[config.mk]
export PLATFORM = sky130hd
export DESIGN_NAME = adc0832_scan_sched_flat
export DESIGN_NICKNAME = d
export VERILOG_FILES = /design/src/rtl/adc0832_pkg.sv /design/src/rtl/adc0832_scan_sched_if.sv /design/src/rtl/adc0832_avg_acc.sv /design/src/rtl/adc0832_scan_sched.sv /design/src/flat_wrapper.sv
export SDC_FILE = /design/constraint.sdc
export NUM_CORES = 1
export LEC_CHECK = 0
export CORE_MARGIN = 1.5
export CORE_UTILIZATION = 39
export DETAILED_ROUTE_END_ITERATION = 6
export PLACE_DENSITY = 0.62
export SLEW_MARGIN = 20
export SYNTH_ARGS = -nofsm -noshare
export SYNTH_HDL_FRONTEND = slang
export SYNTH_SLANG_ARGS = --single-unit
[constraint.sdc]
create_clock -name clk -period 7.7 [get_ports clk]
set_clock_uncertainty 0.1 [all_clocks]
set_input_delay 0.77 -clock clk [delete_from_list [all_inputs] [get_ports clk]]
set_output_delay 0.77 -clock clk [all_outputs]
set_load 0.02 [all_outputs]
[src/rtl/adc0832_pkg.sv]
// Shared constants for the ADC0832 scan scheduler.
// FSM encodings, core select codes and default sizing.
package adc0832_pkg;

    localparam int AVG_LOG2_DEF = 2;
    localparam int TIMEOUT_DEF  = 4096;

    localparam logic [1:0] SEL_IDLE = 2'b00;
    localparam logic [1:0] SEL_CH0  = 2'b01;
    localparam logic [1:0] SEL_CH1  = 2'b10;
    localparam logic [1:0] SEL_BOTH = 2'b11;

    localparam logic [2:0] ST_IDLE    = 3'd0;
    localparam logic [2:0] ST_ARM     = 3'd1;
    localparam logic [2:0] ST_WAIT    = 3'd2;
    localparam logic [2:0] ST_CAPTURE = 3'd3;
    localparam logic [2:0] ST_HOLD    = 3'd4;

    function automatic logic ch_on(
        input logic [1:0] mask,
        input logic [1:0] sel
    );
        return |(mask & sel);
    endfunction

endpackage

[src/rtl/adc0832_scan_sched_if.sv]
// Bus between the scan scheduler and the ADC0832 core.
// The scheduler is master: it drives select and restart.
interface adc0832_scan_sched_if;

    logic [1:0] adc_sel;
    logic       adc_rst;
    logic       adc_finish;
    logic [7:0] adc_ch0;
    logic [7:0] adc_ch1;

    modport master (
        output adc_sel,
        output adc_rst,
        input  adc_finish,
        input  adc_ch0,
        input  adc_ch1
    );

    modport slave (
        input  adc_sel,
        input  adc_rst,
        output adc_finish,
        output adc_ch0,
        output adc_ch1
    );

endinterface

[src/rtl/adc0832_avg_acc.sv]
// Per-channel boxcar accumulator and average register.
// clr beats dump; dump folds in the final sample.
module adc0832_avg_acc
    import adc0832_pkg::*;
#(
    parameter int AVG_LOG2 = AVG_LOG2_DEF
) (
    input  logic       clk,
    input  logic       rst,
    input  logic       add_en,
    input  logic       dump,
    input  logic       clr,
    input  logic [7:0] din,
    output logic [7:0] avg
);

    localparam int AW = 8 + AVG_LOG2;

    logic [AW-1:0] acc_q, acc_d, sum;
    logic [7:0]    avg_q, avg_d;

    assign sum = acc_q + AW'(din);
    assign avg = avg_q;

    // Accumulate a sample, or publish the truncated mean.
    always_comb begin
        acc_d = acc_q;
        avg_d = avg_q;
        if (clr) begin
            acc_d = '0;
        end else if (add_en) begin
            if (dump) begin
                avg_d = sum[AW-1:AVG_LOG2];
                acc_d = '0;
            end else begin
                acc_d = sum;
            end
        end
    end

    // Accumulator and average state.
    always_ff @(posedge clk or posedge rst) begin
        if (rst) begin
            acc_q <= '0;
            avg_q <= '0;
        end else begin
            acc_q <= acc_d;
            avg_q <= avg_d;
        end
    end

endmodule

[src/rtl/adc0832_scan_sched.sv]
// Periodic sampling scheduler for the ADC0832 core.
// Sequences conversions, averages both channels, raises alarms.
module adc0832_scan_sched
    import adc0832_pkg::*;
#(
    parameter int PERIOD_W = 24,
    parameter int AVG_LOG2 = AVG_LOG2_DEF,
    parameter int TIMEOUT  = TIMEOUT_DEF
) (
    input  logic                clk,
    input  logic                rst,
    input  logic                en,
    input  logic [1:0]          ch_mask,
    input  logic [PERIOD_W-1:0] period,
    input  logic [7:0]          thr_hi,
    input  logic                alarm_clr,
    adc0832_scan_sched_if.master adc,
    output logic [7:0]          avg_ch0,
    output logic [7:0]          avg_ch1,
    output logic                valid,
    output logic [1:0]          alarm,
    output logic                timeout_err
);

    localparam logic [PERIOD_W-1:0] TO_LAST =
        PERIOD_W'(TIMEOUT - 1);
    localparam logic [AVG_LOG2:0] CNT_LAST =
        (AVG_LOG2 + 1)'(2 ** AVG_LOG2 - 1);

    logic [2:0]          state_q, state_d;
    logic [PERIOD_W-1:0] tmr_q, tmr_d;
    logic [PERIOD_W-1:0] period_q, period_d;
    logic [AVG_LOG2:0]   cnt_q, cnt_d;
    logic [1:0]          mask_q, mask_d;
    logic [1:0]          vld_q, vld_d;
    logic [1:0]          alarm_q, alarm_d;
    logic                fin_q, fin_d;
    logic                to_q, to_d;
    logic                capture, last, fin_edge;
    logic                add0, add1;

    assign fin_d    = adc.adc_finish;
    assign fin_edge = adc.adc_finish & ~fin_q;
    assign last     = (cnt_q == CNT_LAST);

    assign add0  = capture & ch_on(mask_q, SEL_CH0);
    assign add1  = capture & ch_on(mask_q, SEL_CH1);
    assign vld_d = {add1 & last, add0 & last};

    assign adc.adc_sel = (state_q == ST_IDLE) ? SEL_IDLE : mask_q;
    assign adc.adc_rst = (state_q == ST_ARM);
    assign valid       = |vld_q;
    assign alarm       = alarm_q;
    assign timeout_err = to_q;

    // Sequencer: arm, wait for finish, capture, hold off.
    always_comb begin
        state_d  = state_q;
        tmr_d    = tmr_q;
        cnt_d    = cnt_q;
        mask_d   = mask_q;
        period_d = period_q;
        to_d     = to_q;
        capture  = 1'b0;
        case (state_q)
            ST_IDLE: begin
                if (en && ch_mask != SEL_IDLE)
                    state_d = ST_ARM;
            end
            ST_ARM: begin
                tmr_d   = '0;
                state_d = ST_WAIT;
            end
            ST_WAIT: begin
                if (fin_edge) begin
                    state_d = ST_CAPTURE;
                end else if (tmr_q == TO_LAST) begin
                    to_d    = 1'b1;
                    state_d = ST_ARM;
                end else begin
                    tmr_d = tmr_q + 1'b1;
                end
            end
            ST_CAPTURE: begin
                capture = 1'b1;
                tmr_d   = '0;
                cnt_d   = last ? '0 : cnt_q + 1'b1;
                state_d = (period_q == '0) ? ST_ARM
                                           : ST_HOLD;
            end
            ST_HOLD: begin
                if (tmr_q == period_q - 1'b1)
                    state_d = ST_ARM;
                else
                    tmr_d = tmr_q + 1'b1;
            end
            default: state_d = ST_IDLE;
        endcase
        if (!en) begin
            state_d = ST_IDLE;
            tmr_d   = '0;
            cnt_d   = '0;
            capture = 1'b0;
        end
        if (state_d == ST_ARM) begin
            mask_d   = ch_mask & SEL_BOTH;
            period_d = period;
        end
    end

    // Sticky alarm; a new set outranks a clear.
    always_comb begin
        alarm_d = alarm_q;
        if (alarm_clr)
            alarm_d = '0;
        if (vld_q[0] && avg_ch0 > thr_hi)
            alarm_d[0] = 1'b1;
        if (vld_q[1] && avg_ch1 > thr_hi)
            alarm_d[1] = 1'b1;
    end

    // Scheduler state registers.
    always_ff @(posedge clk or posedge rst) begin
        if (rst) begin
            state_q  <= ST_IDLE;
            tmr_q    <= '0;
            period_q <= '0;
            cnt_q    <= '0;
            mask_q   <= '0;
            vld_q    <= '0;
            alarm_q  <= '0;
            fin_q    <= 1'b0;
            to_q     <= 1'b0;
        end else begin
            state_q  <= state_d;
            tmr_q    <= tmr_d;
            period_q <= period_d;
            cnt_q    <= cnt_d;
            mask_q   <= mask_d;
            vld_q    <= vld_d;
            alarm_q  <= alarm_d;
            fin_q    <= fin_d;
            to_q     <= to_d;
        end
    end

    adc0832_avg_acc #(.AVG_LOG2(AVG_LOG2)) u_acc0 (
        .clk    (clk),
        .rst    (rst),
        .add_en (add0),
        .dump   (last),
        .clr    (~en),
        .din    (adc.adc_ch0),
        .avg    (avg_ch0)
    );

    adc0832_avg_acc #(.AVG_LOG2(AVG_LOG2)) u_acc1 (
        .clk    (clk),
        .rst    (rst),
        .add_en (add1),
        .dump   (last),
        .clr    (~en),
        .din    (adc.adc_ch1),
        .avg    (avg_ch1)
    );

endmodule

[src/flat_wrapper.sv]
// flat-port wrapper written by rule: the top's interface ports become plain ports
module adc0832_scan_sched_flat import adc0832_pkg::*;
#(
    parameter int PERIOD_W = 24,
    parameter int AVG_LOG2 = AVG_LOG2_DEF,
    parameter int TIMEOUT  = TIMEOUT_DEF
)
  (clk, rst, en, ch_mask, period, thr_hi, alarm_clr, avg_ch0, avg_ch1, valid, alarm, timeout_err, adc_adc_sel, adc_adc_rst, adc_adc_finish, adc_adc_ch0, adc_adc_ch1);
  adc0832_scan_sched_if adc_i ();
  input  logic clk;
  input  logic rst;
  input  logic en;
  input  logic [1:0] ch_mask;
  input  logic [PERIOD_W-1:0] period;
  input  logic [7:0] thr_hi;
  input  logic alarm_clr;
  output logic [7:0] avg_ch0;
  output logic [7:0] avg_ch1;
  output logic valid;
  output logic [1:0] alarm;
  output logic timeout_err;
  output wire logic [$bits(adc_i.adc_sel)-1:0] adc_adc_sel;
  output wire logic [$bits(adc_i.adc_rst)-1:0] adc_adc_rst;
  input wire logic [$bits(adc_i.adc_finish)-1:0] adc_adc_finish;
  input wire logic [$bits(adc_i.adc_ch0)-1:0] adc_adc_ch0;
  input wire logic [$bits(adc_i.adc_ch1)-1:0] adc_adc_ch1;
  assign adc_adc_sel = adc_i.adc_sel;
  assign adc_adc_rst = adc_i.adc_rst;
  assign adc_i.adc_finish = adc_adc_finish;
  assign adc_i.adc_ch0 = adc_adc_ch0;
  assign adc_i.adc_ch1 = adc_adc_ch1;
  adc0832_scan_sched #(.PERIOD_W(PERIOD_W), .AVG_LOG2(AVG_LOG2), .TIMEOUT(TIMEOUT)) u_core (.clk(clk), .rst(rst), .en(en), .ch_mask(ch_mask), .period(period), .thr_hi(thr_hi), .alarm_clr(alarm_clr), .adc(adc_i), .avg_ch0(avg_ch0), .avg_ch1(avg_ch1), .valid(valid), .alarm(alarm), .timeout_err(timeout_err));
endmodule
Word level (Yosys, flattened, before mapping)

Cells that the tools add are included.

Mux-type cells: 27
Bitwise gates (word level): 7
Reduce and logical (&&, ||, !) cells: 14
Equal/unequal tests: 15
$add $sub $neg: 5
Order comparisons: 2

Operators with widths:

| operator                                                                | count |
|---|---|
| 24-bit two-way mux                                                      | 4 |
| 24-bit case mux with 3 select lines                                     | 1 |
| 10-bit two-way mux                                                      | 6 |
| 3-bit two-way mux                                                       | 9 |
| 24-bit by 1-bit adder with 24-bit output, second input constant         | 1 |
| 24-bit by 12-bit == test with 1-bit output, second input constant       | 1 |
| 24-bit == test                                                          | 1 |
| 24-bit zero test                                                        | 1 |
| 24-bit by 1-bit subtractor with 24-bit output, second input constant    | 1 |
| 10-bit by 8-bit adder with 10-bit output                                | 2 |
| 8-bit greater-than comparator                                           | 2 |
| 3-bit case mux with 5 select lines                                      | 1 |
| 3-bit by 2-bit == test with 1-bit output, second input constant         | 3 |
| 3-bit inequality test, second input constant                            | 3 |
| 3-bit AND reduction                                                     | 3 |
| 3-bit by 1-bit == test with 1-bit output, second input constant         | 2 |
| 2-bit by 1-bit inequality test with 1-bit output, second input constant | 3 |
| 2-bit nonzero test                                                      | 3 |
| 1-bit bitwise AND                                                       | 5 |
| 1-bit two-way mux                                                       | 4 |
| 2-bit two-way mux                                                       | 2 |
| 4-bit by 2-bit inequality test with 1-bit output, second input constant | 1 |
| 4-bit AND reduction                                                     | 1 |
| 2-bit OR reduction                                                      | 2 |
| 5 further kinds                                                         | 8 |

Bits of input ports: 55
Output and inout bits: 23
Bits in registers: 98

Logic depth before layout (Yosys ltp)

Gate-level depths: netlist (run 1).

Depth after elaboration: 6
Depth in mapped cells: 14

Modules after synthesis

A second synthesis (run 1) with hierarchy kept.

Cell total of the unflattened synthesis: 712
Area, all modules: 6690.2 um^2

By module, submodules not included:

| module             | cells each | area each (um^2) | times used | sequential area each (um^2) |
|---|---|---|---|---|
| adc0832_scan_sched | 458        | 4372.9           | 1          | 1551.5 |
| adc0832_avg_acc    | 127        | 1158.6           | 2          | 450.4 |

Worst setup path before layout (run 1)

OpenSTA, ideal clock, no wires.

Path kind: register to register
Start: register u_core.period_q[0]
End: register u_core.mask_q[1]
Data required time: 7.473 ns
Arrival: 3.391 ns
Stages on the path, launching flop included: 15
Slack: 4.081 ns
Path buffers: 4
Period minus slack after synthesis: 3.619 ns
Path through: dfrtp_1 > inv_1 > ha_1 > nor4b_1 > or4b_1 > buf_2 > o31ai_1 > nand4_1 > a2111oi_2 > a31o_1 > buf_4 > and4_1 > buf_6 > buf_6 > mux2_1

Word-level cells in the longest chain between the ends: 6
Elaborated cells on any way between the ends: 8
Classes of those cells: add/sub (1); eq/ne (2); mux (4); reduce/logical (1)

Ends and longest elaborated chain:

| item                                          | line                      | text |
|---|---|---|
| start: declaration                            | adc0832_scan_sched.sv:32  | `logic [PERIOD_W-1:0] period_q, period_d;` |
| start signal: assignment                      | adc0832_scan_sched.sv:137 | `period_q <= period_d;` |
| 24-bit by 1-bit subtractor with 24-bit output | adc0832_scan_sched.sv:92  | `if (tmr_q == period_q - 1'b1)` |
| 24-bit == test                                | adc0832_scan_sched.sv:92  |  |
| 3-bit two-way mux                             | adc0832_scan_sched.sv:92  |  |
| 3-bit case mux with 5 select lines *          | adc0832_scan_sched.sv:65  | `case (state_q)` |
| 3-bit two-way mux *                           | adc0832_scan_sched.sv:99  | `if (!en) begin` |
| 3-bit by 1-bit == test with 1-bit output *    | adc0832_scan_sched.sv:105 | `if (state_d == ST_ARM) begin` |
| end signal: assignment                        | adc0832_scan_sched.sv:139 | `mask_q <= mask_d;` |
| end: declaration                              | adc0832_scan_sched.sv:34  | `logic [1:0] mask_q, mask_d;` |

Every way passes the cells marked *; elsewhere a longest branch is shown, timed or not.
A chain may end at the register's enable or synchronous reset.

Worst setup path after layout (run 1)

Start: register u_core.period_q[0]
End: register u_core.period_q[11]

Word-level cells in the longest chain between the ends: 6
Elaborated cells on any way between the ends: 8
Classes of those cells: add/sub (1); eq/ne (2); mux (4); reduce/logical (1)

Ends and longest elaborated chain:

| item                                          | line |
|---|---|
| 24-bit by 1-bit subtractor with 24-bit output | adc0832_scan_sched.sv:92 |
| 24-bit == test                                | adc0832_scan_sched.sv:92 |
| 3-bit two-way mux                             | adc0832_scan_sched.sv:92 |
| 3-bit case mux with 5 select lines *          | adc0832_scan_sched.sv:65 |
| 3-bit two-way mux *                           | adc0832_scan_sched.sv:99 |
| 3-bit by 1-bit == test with 1-bit output *    | adc0832_scan_sched.sv:105 |

Marked as above.

==> flow_summary.ini, run 1 <==
[run_status]
status = completed

[layout]
syn_to_final_growth_pct = 20.1
drive_gt1_share_pct = 5.91
final_core_util_pct = 48.2
final_nets = 781
n_antenna_cell = 0
final_area_um2 = 7360

[setup_path]
crit_slowest_cell = and4_2
startpoint_type = flop
worstPathBufferInverterCount = 2
required_ns = 7.83
crit_arrival_ns = 4.84
end_kind = flop
critPathMaxFanout = 37
path_class = flop to flop
path_cells = inv_1, ha_1, nor4b_1, or4b_1, o31ai_1, nand4_1, a2111oi_2, a31o_1, buf_4, and4_2, mux2_1
crit_path_max_incr_delay_ns = 0.75
crit_family = simple AND/OR/NAND/NOR gates

[logic_synthesis]
syn-num-nets = 717
synth_simple_gate_area_share_pct = 15.9
ys_types = 65
synthArstFlopShare_pct = 100
yosysTopAreaCell = dfrtp_1
synth-compound-area-share_pct = 16.9
synth_xor_area_share_pct = 6.58
ys_seq_area_share_pct = 40.0
synth_cells = 625
synth_area_um2 = 6120
syn_area_per_cell_um2 = 9.80
ys_warn_count = 0
synth_edf_count = 0
synth_adder_area_share_pct = 7.81
synth.area.top_cells = dfrtp_1 40%, ha_1 7.2%, mux2_1 4.8%
synth_ff_type = dfrtp_1
synth_top_family_by_area = compound AO/OA/AOI/OAI gates
synth_top_area_share_pct = 40.0
synthMuxAreaShare_pct = 8.44
synth_seq_cells = 98

[sta]
rsz0062_at_grt = false
hold_viol = 0
worst_pin_slew_ns = 0.981
setup_violations = 0
period_share_pct = 61.2
whs_ns = 0.369
setup_tns_ns = 0
slew_viol_final = 0
slew_headroom_pct = 34.6
fmax_ghz = 0.212
fin_crit_ns = 4.71

[routing]
drt_iter0_markers = 288
ant_nets = 0
firstDrtPassIters = 4
vias = 4969
vias_per_cell = 5.49
route.detailed.drc = 0
drt_wl_total_mm = 15.1
wl_per_cell_um = 16.7

[clocking]
cts_buffer_depth = 2
post_cts_resized = 0
insertion_delay_ns = 0.35
clk_pin_slew_ns = 0.07
htree_levels = 3
root_buffer = clkbuf_16
cts_tree = done
post_cts_buffers = 0
cts_buffers = 9
holdBufCountCts = 0
cts.sinks = 98

[floorplan]
fp.dieH_um = 128
fp.dieW_um = 128
num_rows = 45
dieArea_um2 = 16500
core_area_um2 = 15300
start_util_pct = 40.1
io_pins = 78

[grt]
grt_pass1_wl_mm = 25.5
gr-total-overflow = 0
antenna_found_initial = 0
grt_usage_pct = 19.6
grt_max_degree = 57
grt_pass1_vias = 5200

[worst_hold_path]
hp-class = flop to flop

[pwr]
power_density_nw_per_um2 = 215
power_leakage_uw = 0.00311
ir_drop_mv = 0.207

[place]
portBuffers = 77
dp_hpwl_mm = 11.4
placed_cell_area_um2 = 7060
gp_congestion = 0.849

[job]
maxCapViolations = 0
-- power by group --
part / internal, uW / switching [uW]
Sequential: 590 / 112
Combinational: 205 / 214
Clock: 254 / 209
-- logic make-up after synthesis --
| family | count (synthesis) |
|---|---|
| adders and majority gates | 37 |
| AOI/OAI and AO/OA | 148 |
| buffers and inverters | 62 |
| and+or+nand+nor | 187 |
| muxes | 47 |
| DFF | 98 |
| xor gates and xnor gates | 46 |
-- state kept, by name, summed over array words and instances (netlist names) --
register             cells
u_core.alarm             2
u_core.state_q           3
u_core.tmr_q            24
u_core.timeout_err       1
u_core.period_q         24
u_core.fin_q             1
u_core.mask_q            2
u_core.u_acc0.acc_q     10
u_core.vld_q             2
u_core.u_acc0.avg        8
u_core.cnt_q             3
u_core.u_acc1.acc_q     10
u_core.u_acc1.avg        8
-- through the flow --
stage	cells	setup WS, ns	power (uW)
2_1_floorplan	625	4.08	1000
3_3_place_gp	889	2.83	1110
3_5_place_dp	889	3.02	1130
4_1_cts	905	3.00	1600
5_1_grt	905	2.60	1690
6_report	905	2.99	1580
-- cell usage after synthesis (all sizes together) (4+ instances only) --
| library cell | instances |
|---|---|
| a2111o | 10 |
| buf | 7 |
| or3 | 9 |
| a211oi | 4 |
| nand3 | 26 |
| xor2 | 13 |
| nor2 | 21 |
| clkbuf | 20 |
| o21bai | 8 |
| nand2b | 11 |
| a22o | 17 |
| a21oi | 40 |
| ha | 35 |
| dfrtp | 98 |
| nor4 | 7 |
| mux2 | 37 |
| nor3 | 15 |
| inv | 34 |
| o21ai | 26 |
| nand2 | 54 |
| a21o | 7 |
| nor2b | 8 |
| and2 | 5 |
| xnor2 | 33 |
| mux2i | 10 |
| nand4 | 10 |
| or4 | 6 |
-- path summary, 6_finish.rpt --
path                                                      from                                to  slack (ns)  cells past startpoint
worst max-delay path            u_core.period_q[0]$_DFFE_PP0N_   u_core.period_q[11]$_DFFE_PP0N_        2.99                     11
worst min-delay path            u_core.timeout_err$_DFFE_PP0P_    u_core.timeout_err$_DFFE_PP0P_        0.37                      1
worst max register to register  u_core.period_q[0]$_DFFE_PP0N_   u_core.period_q[11]$_DFFE_PP0N_        2.99                     11
worst min register to register  u_core.timeout_err$_DFFE_PP0P_    u_core.timeout_err$_DFFE_PP0P_        0.37                      1
max in group asynchronous                                  rst  u_core.u_acc1.avg[4]$_DFFE_PP0P_        5.66                      3
min in group asynchronous                                  rst   u_core.period_q[19]$_DFFE_PP0N_        0.72                      2
-- layout by cell type, fill, tap and decap left out, types with 4 or more instances in the layout --
cell | synthesis | routed
a21oi_1 | 40 | 40
mux2_1 | 26 | 26
a22o_1 | 17 | 17
or3_1 | 9 | 9
nand2_1 | 54 | 54
nand3_1 | 26 | 26
clkbuf_16 | 0 | 9
a211oi_1 | 4 | 4
nand4_1 | 10 | 10
o21ai_0 | 15 | 15
or4_1 | 5 | 5
a21o_1 | 7 | 7
a2111o_1 | 10 | 10
nor2b_1 | 8 | 8
o21bai_1 | 8 | 8
and2_1 | 5 | 5
mux2i_1 | 10 | 10
xnor2_1 | 33 | 33
inv_1 | 34 | 33
nand2b_1 | 11 | 11
nor2_1 | 21 | 20
nor4_1 | 7 | 7
o21ai_1 | 11 | 11
nor3_1 | 14 | 14
ha_1 | 35 | 35
xor2_1 | 13 | 13
clkdlybuf4s50_1 | 0 | 77
dfrtp_1 | 98 | 98
mux2_2 | 11 | 11
-- layout make-up --
type                       count  area, um^2
inverter                      35         134
clock inverter                 7        76.3
multi-input combinational    465        3410
tap                          211         264
timing repair buffer          80         793
fill                        1418        7900
sequential                    98        2450
clock buffer                   9         225
-- routing by layer --
metal / GRT usage, % / part of all wire (%) / vias up
met5: 0 / 0 / -
met1: 24.8 / 45 / 2392
met4: 6.87 / 2.1 / 0
li1: - / - / 2406
met3: 4.17 / 5.3 / 24
met2: 33.3 / 48 / 147
Note: power is estimated with default switching activity, not from simulation.
==> inputs of run 2 (changes only) <==
PLACE_DENSITY = 0.64   (was 0.62)
clock period = 3.9 ns   (was 7.7 ns; I/O delays follow)
==> flow_summary.ini, run 2 (synthesis results as in run 1) <==
[run_status]
status = completed

[place]
dp_hpwl_mm = 11.5
gp_congestion = 0.872
portBuffers = 77
placed_cell_area_um2 = 7190

[clocking]
cts_buffer_depth = 2
holdBufCountCts = 0
insertion_delay_ns = 0.35
post_cts_buffers = 0
cts_buffers = 9
cts_tree = done
cts.sinks = 98
htree_levels = 3
root_buffer = clkbuf_16
clk_pin_slew_ns = 0.06

[routing]
drt_iter0_markers = 335
vias_per_cell = 5.43
route.met2.wl_mm = 7.23
vias = 4988
drt_wl_total_mm = 14.9
wl_met3_um = 667
ant_nets = 0
firstDrtPassIters = 5
wl_met1_mm = 6.74
top_layer = met4
wl_per_cell_um = 16.3
route.detailed.drc = 0

[floorplan]
dieArea_um2 = 16500
num_rows = 45
fp.dieH_um = 128
core_area_um2 = 15300
io_pins = 78
fp.dieW_um = 128
start_util_pct = 40.1

[setup_path]
startpoint_type = flop
reg2regPathDepth = 9
r2r_slack_ns = 0.17
startpoint = u_core.period_q[8]$_DFFE_PP0N_
crit_family = simple AND/OR/NAND/NOR gates
crit_slowest_cell = or4b_1
crit_path_max_incr_delay_ns = 0.67
required_ns = 4.03
end_kind = flop
crit_arrival_ns = 3.86
endpoint = u_core.period_q[14]$_DFFE_PP0N_
path_depth = 9
r2r-end = u_core.period_q[14]$_DFFE_PP0N_
worstPathBufferInverterCount = 1
path_class = flop to flop
critPathMaxFanout = 26
path_cells = or4_4, or4b_1, o31ai_1, nand4_1, a2111oi_2, a31o_1, and4_1, buf_12, mux2_1
reg2reg_from = u_core.period_q[8]$_DFFE_PP0N_

[sta]
slew_viol_final = 0
setup_violations = 0
rsz0062_at_grt = false
slew_headroom_pct = 31.6
period_share_pct = 95.6
fin_crit_ns = 3.73
worst_pin_slew_ns = 1.03
hold_viol = 0
fmax_ghz = 0.268

[layout]
drive_gt1_share_pct = 7.63
final_area_um2 = 7520
layout_commonest_cell = dfrtp_1
multi_input_area_um2 = 3420
syn_to_final_growth_pct = 22.8
top_regs = u_core.period_q x24, u_core.tmr_q x24
final_cell_mix = 98 x dfrtp_1, 77 x clkdlybuf4s50_1, 54 x nand2_1, 40 x a21oi_1, 35 x ha_1
fill_cells = 1417
regArea_um2 = 2450
final_nets = 796
n_antenna_cell = 0

[grt]
grt_usage_pct = 18.9
grt_pass1_wl_mm = 24.4
grt_pass1_vias = 4956
grt_max_degree = 45
antenna_found_initial = 0
gr-total-overflow = 0

[pwr]
ir_drop_mv = 0.333
power_density_nw_per_um2 = 436
power_leakage_uw = 0.00321
p_total_uw = 3280

[job]
maxCapViolations = 0

[worst_hold_path]
hp-class = input port to async pin
-- run 2: cell types whose count changed in the layout (fill, tap and decap cells not counted) --
cell        previous run  this run
buf_4                  3        16
buf_12                 0         2
clkinvlp_4             2         0
and4_1                 2         3
and4_2                 1         0
bufinv_16              1         2
clkinv_4               1         2
inv_6                  2         1
nor2_1                20        21
nor2_2                 1         0
nor4b_1                2         1
nor4b_4                0         1
-- run 2: how the worst min path moves through the flow --
stage | end | from | slack (ns)
finish | u_core.state_q[2]$_DFF_PP0_ | rst | 0.35
floorplan | u_core.fin_q$_DFF_PP0_ | adc_adc_finish | 0.32
CTS | u_core.u_acc0.acc_q[0]$_DFFE_PP0P_ | rst | 0.36
global placement | u_core.timeout_err$_DFFE_PP0P_ | u_core.timeout_err$_DFFE_PP0P_ | 0.34
detailed placement | u_core.timeout_err$_DFFE_PP0P_ | u_core.timeout_err$_DFFE_PP0P_ | 0.36
global route | u_core.state_q[1]$_DFF_PP0_ | rst | 0.40
-- run 2: worst reg2reg max path, stage by stage, from the launching register on --
cell	delay, ns
dfrtp_1	0.38
or4_4	0.58
or4b_1	0.67
o31ai_1	0.24
nand4_1	0.14
a2111oi_2	0.38
a31o_1	0.30
and4_1	0.27
buf_12	0.20
mux2_1	0.35
-- run 2: final cells by class --
type,count,area share [%]
sequential,98,32.6
multi-input combinational,465,45.5
timing repair buffer,95,12.4
tap,211,3.51
inverter,35,1.78
clock inverter,6,1.21
clock buffer,9,2.99
-- run 2: repair_timing --
| action | CTS | global route |
|---|---|---|
| cloned | 0 | 0 |
| resized for setup | 1 | 1 |
| endpoints found under the setup margin | 27 | 17 |
| hold endpoints to repair | 0 | 0 |
-- run 2: per-layer routing --
| metal | track usage, % | vias to the layer above |
|---|---|---|
| met5 | 0 | - |
| met4 | 5.82 | 0 |
| met3 | 4.55 | 28 |
| met2 | 32.0 | 120 |
| met1 | 23.9 | 2404 |
| li1 | - | 2436 |
-- run 2: power breakdown --
part / internal, uW / leakage (uW) / switching [uW]
clock network: 562 / 0.000156 / 393
registers: 1170 / 0.00130 / 184
logic: 481 / 0.00175 / 496
total: 2210 / 0.00321 / 1070
-- run 2: per-stage QoR --
step | hold slack, ns | std cells | utilization [%] | setup WS (ns) | setup TNS, ns
global placement | 0.344 | 904 | 47.1 | 0.0673 | 0
finish | 0.346 | 919 | 49.3 | 0.171 | 0
floorplan | 0.321 | 625 | - | 0.281 | 0
global route | 0.403 | 919 | 49.3 | 0.0413 | 0
CTS | 0.363 | 919 | 49.2 | 0.128 | 0
detailed placement | 0.359 | 904 | 47.1 | -0.0905 | -1.96
